$ cat config.mk
export PLATFORM = sky130hd
export DESIGN_NAME = alu_logic_seq8
export DESIGN_NICKNAME = d
export VERILOG_FILES = /design/src/rtl/alu_logic_seq8_pkg.sv /design/src/rtl/alu_logic_seq8_boolean8.sv /design/src/rtl/alu_logic_seq8.sv
export SDC_FILE = /design/constraint.sdc
export NUM_CORES = 1
export LEC_CHECK = 0
export ABC_AREA = 1
export CORE_MARGIN = 2
export CORE_UTILIZATION = 30
export DETAILED_ROUTE_END_ITERATION = 16
export PLACE_DENSITY = 0.5
export SLEW_MARGIN = 15
export SYNTH_ARGS = -nofsm -noshare
export SYNTH_HDL_FRONTEND = slang
export SYNTH_SLANG_ARGS = --single-unit
$ cat constraint.sdc
create_clock -name clk -period 1.6 [get_ports clk]
set_input_delay 0.32 -clock clk [delete_from_list [all_inputs] [get_ports clk]]
set_output_delay 0.32 -clock clk [all_outputs]
set_load 0.005 [all_outputs]
$ cat src/rtl/alu_logic_seq8_pkg.sv
// Shared definitions for the 8-bit boolean logic sequencer: opcodes, FSM
// state encodings and the latched-operand bundle.
package alu_logic_seq8_pkg;

  localparam logic [3:0] OP_AND = 4'b0101;
  localparam logic [3:0] OP_OR  = 4'b0110;
  localparam logic [3:0] OP_XOR = 4'b0111;
  localparam logic [3:0] OP_NOT = 4'b1000;

  localparam logic [1:0] ST_IDLE = 2'b00;
  localparam logic [1:0] ST_EXEC = 2'b01;
  localparam logic [1:0] ST_HOLD = 2'b10;

  typedef struct packed {
    logic [3:0] opcode;
    logic [7:0] a;
    logic [7:0] b;
  } operands_t;

  function automatic logic is_logic_op(input logic [3:0] op);
    return (op == OP_AND) || (op == OP_OR) || (op == OP_XOR) || (op == OP_NOT);
  endfunction

endpackage

$ cat src/rtl/alu_logic_seq8_boolean8.sv
// boolean8: purely combinational 8-bit logic function selected by opcode.
// Unknown opcodes produce zero; legality is judged by the caller.
module boolean8
  import alu_logic_seq8_pkg::*;
(
  input  logic [3:0] opcode,
  input  logic [7:0] a,
  input  logic [7:0] b,
  output logic [7:0] y
);

  always_comb begin
    y = 8'h00;
    case (opcode)
      OP_AND:  y = a & b;
      OP_OR:   y = a | b;
      OP_XOR:  y = a ^ b;
      OP_NOT:  y = ~a;
      default: y = 8'h00;
    endcase
  end

endmodule

$ cat src/rtl/alu_logic_seq8.sv
// alu_logic_seq8: accepts one logic instruction per handshake, runs it through
// boolean8, and holds the result with flags until downstream takes it.
module alu_logic_seq8
  import alu_logic_seq8_pkg::*;
#(
  parameter logic [7:0] ACC_INIT = 8'h00,
  parameter int         CNT_W    = 16
) (
  input  logic             clk,
  input  logic             rst,
  input  logic             in_valid,
  output logic             in_ready,
  input  logic [3:0]       in_opcode,
  input  logic [7:0]       in_a,
  input  logic [7:0]       in_b,
  input  logic             in_use_acc,
  input  logic             clr_acc,
  output logic             out_valid,
  input  logic             out_ready,
  output logic [7:0]       out_res,
  output logic             out_zero,
  output logic             out_neg,
  output logic             out_illegal,
  output logic [7:0]       acc,
  output logic [CNT_W-1:0] op_count
);

  logic [1:0]       state_q,   state_d;
  operands_t        ops_q,     ops_d;
  logic [7:0]       res_q,     res_d;
  logic             zero_q,    zero_d;
  logic             neg_q,     neg_d;
  logic             illegal_q, illegal_d;
  logic [7:0]       acc_q,     acc_d;
  logic [CNT_W-1:0] cnt_q,     cnt_d;

  logic [7:0] bool_y;
  logic       op_legal;

  boolean8 u_boolean8 (
    .opcode (ops_q.opcode),
    .a      (ops_q.a),
    .b      (ops_q.b),
    .y      (bool_y)
  );

  assign op_legal = is_logic_op(ops_q.opcode);

  always_comb begin
    state_d   = state_q;
    ops_d     = ops_q;
    res_d     = res_q;
    zero_d    = zero_q;
    neg_d     = neg_q;
    illegal_d = illegal_q;
    acc_d     = acc_q;
    cnt_d     = cnt_q;

    case (state_q)
      ST_IDLE: begin
        // Operand A samples acc_q, so a same-edge clear still feeds the old value.
        if (in_valid) begin
          ops_d.opcode = in_opcode;
          ops_d.a      = in_use_acc ? acc_q : in_a;
          ops_d.b      = in_b;
          state_d      = ST_EXEC;
        end
        if (clr_acc) begin
          acc_d = ACC_INIT;
        end
      end

      ST_EXEC: begin
        state_d = ST_HOLD;
        if (op_legal) begin
          res_d     = bool_y;
          zero_d    = (bool_y == 8'h00);
          neg_d     = bool_y[7];
          illegal_d = 1'b0;
          acc_d     = bool_y;
        end else begin
          res_d     = 8'h00;
          zero_d    = 1'b1;
          neg_d     = 1'b0;
          illegal_d = 1'b1;
        end
      end

      ST_HOLD: begin
        if (clr_acc) begin
          acc_d = ACC_INIT;
        end
        if (out_ready) begin
          state_d = ST_IDLE;
          cnt_d   = cnt_q + CNT_W'(1);
        end
      end

      default: state_d = ST_IDLE;
    endcase
  end

  always_ff @(posedge clk) begin
    if (rst) begin
      state_q   <= ST_IDLE;
      ops_q     <= '0;
      res_q     <= 8'h00;
      zero_q    <= 1'b0;
      neg_q     <= 1'b0;
      illegal_q <= 1'b0;
      acc_q     <= ACC_INIT;
      cnt_q     <= '0;
    end else begin
      state_q   <= state_d;
      ops_q     <= ops_d;
      res_q     <= res_d;
      zero_q    <= zero_d;
      neg_q     <= neg_d;
      illegal_q <= illegal_d;
      acc_q     <= acc_d;
      cnt_q     <= cnt_d;
    end
  end

  assign in_ready    = (state_q == ST_IDLE);
  assign out_valid   = (state_q == ST_HOLD);
  assign out_res     = res_q;
  assign out_zero    = zero_q;
  assign out_neg     = neg_q;
  assign out_illegal = illegal_q;
  assign acc         = acc_q;
  assign op_count    = cnt_q;

endmodule
==> impl_summary.txt <==
----------------------------------------------------
[Timing]
  Max Clock Freq ... 0.653 GHz
  Final clock skew ... 0.00756 ns
  Post-route fraction of the period consumed by the critical path ... 95.8%
  Worst-case setup margin in the final layout ... 0.0678 ns
  Sum of negative setup slack ... 0 ns
  Hold slack ... 0.475 ns
  Unrepaired setup endpoints after global routing ... no
  Pins Over Slew Limit ... 0
  Worst slew margin ... 73.0%
  Transition time of the tightest slew-check pin ... 0.405 ns
  Final setup viols ... 0
  Final Hold Vio Count ... 0
  Time the final worst path needs with I/O delays and setup ... 1.53 ns

[Min path]
  Worst min path class ... flip-flop to flip-flop

[Worst setup path]
  Kind of end point of the critical path ... output port
  Crit-path max FO ... 6
  Startpoint-to-endpoint class of the critical path ... flip-flop to output port
  Data arrival time of the critical path ... 1.21 ns
  Worst EP required ... 1.28 ns
  Kind of cell with the highest combined delay on the critical path ... buffers and inverters
  Buffering stage count on the worst path with inverters included ... 1
  Largest stage delay on the critical path ... 0.51 ns
  CP max stage cell ... sky130_fd_sc_hd__clkdlybuf4s50_1
  CP cell instances ... clkdlybuf4s50_1
  Category of the worst setup path launch point ... flip-flop

[Floorplanning]
  Count of standard-cell rows ... 35
  Overall die height ... 102 um
  Die area ... 0.0104 mm^2
  Num ports ... 63
  Chip width ... 102 um
  Placeable Area ... 0.00928 mm^2
  Effective utilization at floorplan ... 31.0%

[Routing]
  Routed wire length ... 7450 um
  Detail Route Antenna Nets ... 0
  Mean number of vias per cell ... 4.59
  Detailed-route DRC error count ... 0
  Initial DRC Count ... 73
  First drt pass iteration count ... 4
  Total via count in the routed design ... 2,712
  Routed len/inst ... 12.6 um

[Logic synthesis]
  Cells taking the most area after synthesis ... sky130_fd_sc_hd__dfxtp_1 (39%), sky130_fd_sc_hd__nand2_1 (8.1%), sky130_fd_sc_hd__ha_1 (7.4%), sky130_fd_sc_hd__a21oi_1 (7.0%), sky130_fd_sc_hd__nand3_1 (6.4%)
  Number of instances in the synthesized netlist ... 390
  Area share of the largest cell type after synthesis ... 38.9%
  Cell taking the most area after synthesis ... sky130_fd_sc_hd__dfxtp_1
  Synth Warn # ... 0
  Syn_nets ... 433
  Count of distinct cell types in the synthesized netlist ... 24
  Number of storage elements in the synthesis netlist ... 56
  Sequential area share after synthesis ... 38.9%
  Mean area per synthesized cell ... 7.38 um^2
  Area of the mapped netlist ... 0.00288 mm^2

[Power and ir drop]
  Worst IR drop on VDD ... 361 uV
  Power Internal ... 2.05 mW
  Sequential group share of total power ... 52.6%
  Clock network fraction of total power ... 29.0%
  Power density normalized to cell area ... 724 mW/mm^2
  Leakage component of the power ... 1.59 nW
  Sw Ratio ... 27.8%
  Net switching power of the design ... 0.789 mW
  Share of power burned in combinational logic ... 18.4%

[CTS]
  CTS sink cnt ... 56
  Post-CTS setup repair buffer count ... 0
  Num CTS Buffers ... 5
  Maximum clock path buffer count ... 2
  CTS Root Buffer Type ... sky130_fd_sc_hd__clkbuf_8
  CTS tree ... built
  Worst skew pair latency ... 0.31 ns
  CTS HTree Levels ... 2
  Clock transition at the registers of the reported paths ... 0.10 ns

[GRT]
  Total Routing Usage GR ... 15.3%
  Vias in the first global route ... 2,790
  Global-route wire length before repair ... 12,700 um
  Initial antenna violation count ... 0
  Remaining global-route overflow ... 0
  Largest net degree at the start of global routing ... 29

[Final layout]
  Area growth syn-to-layout ... 36.1%
  Diode count ... 0
  Design area ... 0.00392 mm^2
  Fillers ... 994
  Fraction of layout instances using a drive strength above 1 ... 13.0%
  Register area ... 0.00115 mm^2
  Area occupied by multi-input gates ... 0.00149 mm^2
  Nets ... 504
  Most used cells in the layout excluding fill and tap cells ... sky130_fd_sc_hd__nand2_1 (62), sky130_fd_sc_hd__clkdlybuf4s50_1 (60), sky130_fd_sc_hd__inv_1 (45)
  Most frequent standard cell in the layout excluding fill and tap cells ... sky130_fd_sc_hd__nand2_1

[Placement]
  Last weighted congestion value of the routability-driven placer ... 0.803
  Area after DPL ... 0.00380 mm^2
  Half-perimeter wire length of the detailed placement result ... 5530 um
  Worst slack after detailed placement ... -0.216 ns
  PortBufs ... 62

[Job]
  Count of maximum capacitance violations ... 0

[Status]
  Run status ... finished clean

----------------------------------------------------
[what timing repair did]
item,4_1_cts,5_1_grt
pin swaps,0,0
gates resized for setup,9,10
hold buffers,0,0
setup endpoints to repair,7,10
cloned,0,0
endpoints found under the hold margin,0,0
[state kept, by name, summed over array words and instances, names as in the netlist]
| name | count |
|---|---|
| acc | 8 |
| op_count | 16 |
| ops_q | 20 |
| out_illegal | 1 |
| out_res | 8 |
| out_zero | 1 |
| state_q | 2 |
[final timing paths]
check                                 start     endpoint  slack (ns)  cells past startpoint
worst min register to register   out_res[2]   out_res[2]        0.48                      2
worst min-delay path             out_res[2]   out_res[2]        0.48                      2
worst max-delay path            op_count[6]  op_count[6]        0.07                      1
worst max register to register     ops_q[1]     out_zero        0.14                      9
[metrics by stage]
stage | utilization [%] | cells | power (mW)
global route | 42.2 | 591 | 3.01
detailed placement | 41.0 | 583 | 2.06
global placement | 41.0 | 583 | 2.05
CTS | 42.0 | 591 | 2.88
floorplan | - | 390 | 1.80
finish | 42.2 | 591 | 2.84
[cells in the mapped netlist]
| library cell | n |
|---|---|
| sky130_fd_sc_hd__nand2_1 | 62 |
| sky130_fd_sc_hd__dfxtp_1 | 56 |
| sky130_fd_sc_hd__inv_1 | 45 |
| sky130_fd_sc_hd__a21oi_1 | 40 |
| sky130_fd_sc_hd__nand3_1 | 37 |
| sky130_fd_sc_hd__nor2_1 | 36 |
| sky130_fd_sc_hd__o21ai_0 | 25 |
| sky130_fd_sc_hd__a211oi_1 | 17 |
| sky130_fd_sc_hd__ha_1 | 17 |
| sky130_fd_sc_hd__clkbuf_1 | 10 |
| sky130_fd_sc_hd__nand3b_1 | 7 |
| sky130_fd_sc_hd__nor2_4 | 7 |
| sky130_fd_sc_hd__inv_2 | 5 |
| sky130_fd_sc_hd__buf_2 | 4 |
| sky130_fd_sc_hd__nor2_2 | 4 |
| sky130_fd_sc_hd__nand2_2 | 3 |
| sky130_fd_sc_hd__o21a_1 | 3 |
| sky130_fd_sc_hd__xor2_1 | 3 |
| sky130_fd_sc_hd__clkinv_1 | 2 |
| sky130_fd_sc_hd__nand3_4 | 2 |
| sky130_fd_sc_hd__nor3_1 | 2 |
| sky130_fd_sc_hd__buf_1 | 1 |
| sky130_fd_sc_hd__buf_4 | 1 |
| sky130_fd_sc_hd__nand4_1 | 1 |
[final cells by class]
type                            count  area share [%]
Inverter                           52            4.98
Clock inverter                      1           0.192
Clock buffer                        7            2.20
Tap cell                          129            4.12
Sequential cell                    56            29.2
Multi-Input combinational cell    266            38.1
Timing Repair Buffer               80            21.1
[logic make-up after synthesis]
logic type	count (synthesis)	share of synthesized area, %
AO/OA/AOI/OAI	85	16.5
XOR/XNOR	3	0.913
adder cells (fa/ha/maj)	17	7.39
buffers and inverters	68	9.17
flip-flops	56	38.9
AND/OR/NAND/NOR	161	27.1
[power groups by stage]
stage | logic (mW) | clock network (mW) | registers, mW
6_report | 0.522 | 0.824 | 1.49
2_1_floorplan | 0.281 | 0 | 1.52
4_1_cts | 0.532 | 0.853 | 1.50
3_3_place_gp | 0.527 | 0 | 1.53
5_1_grt | 0.593 | 0.914 | 1.50
3_5_place_dp | 0.531 | 0 | 1.53
[metal layers]
layer	wire length, um	vias to the layer above	track usage [%]
met5	0	-	0
met4	32	0	1.85
met3	405	4	4.65
met2	3600	47	27.0
met1	3410	1232	19.0
li1	-	1429	-
(Power assumes the default switching activity.)
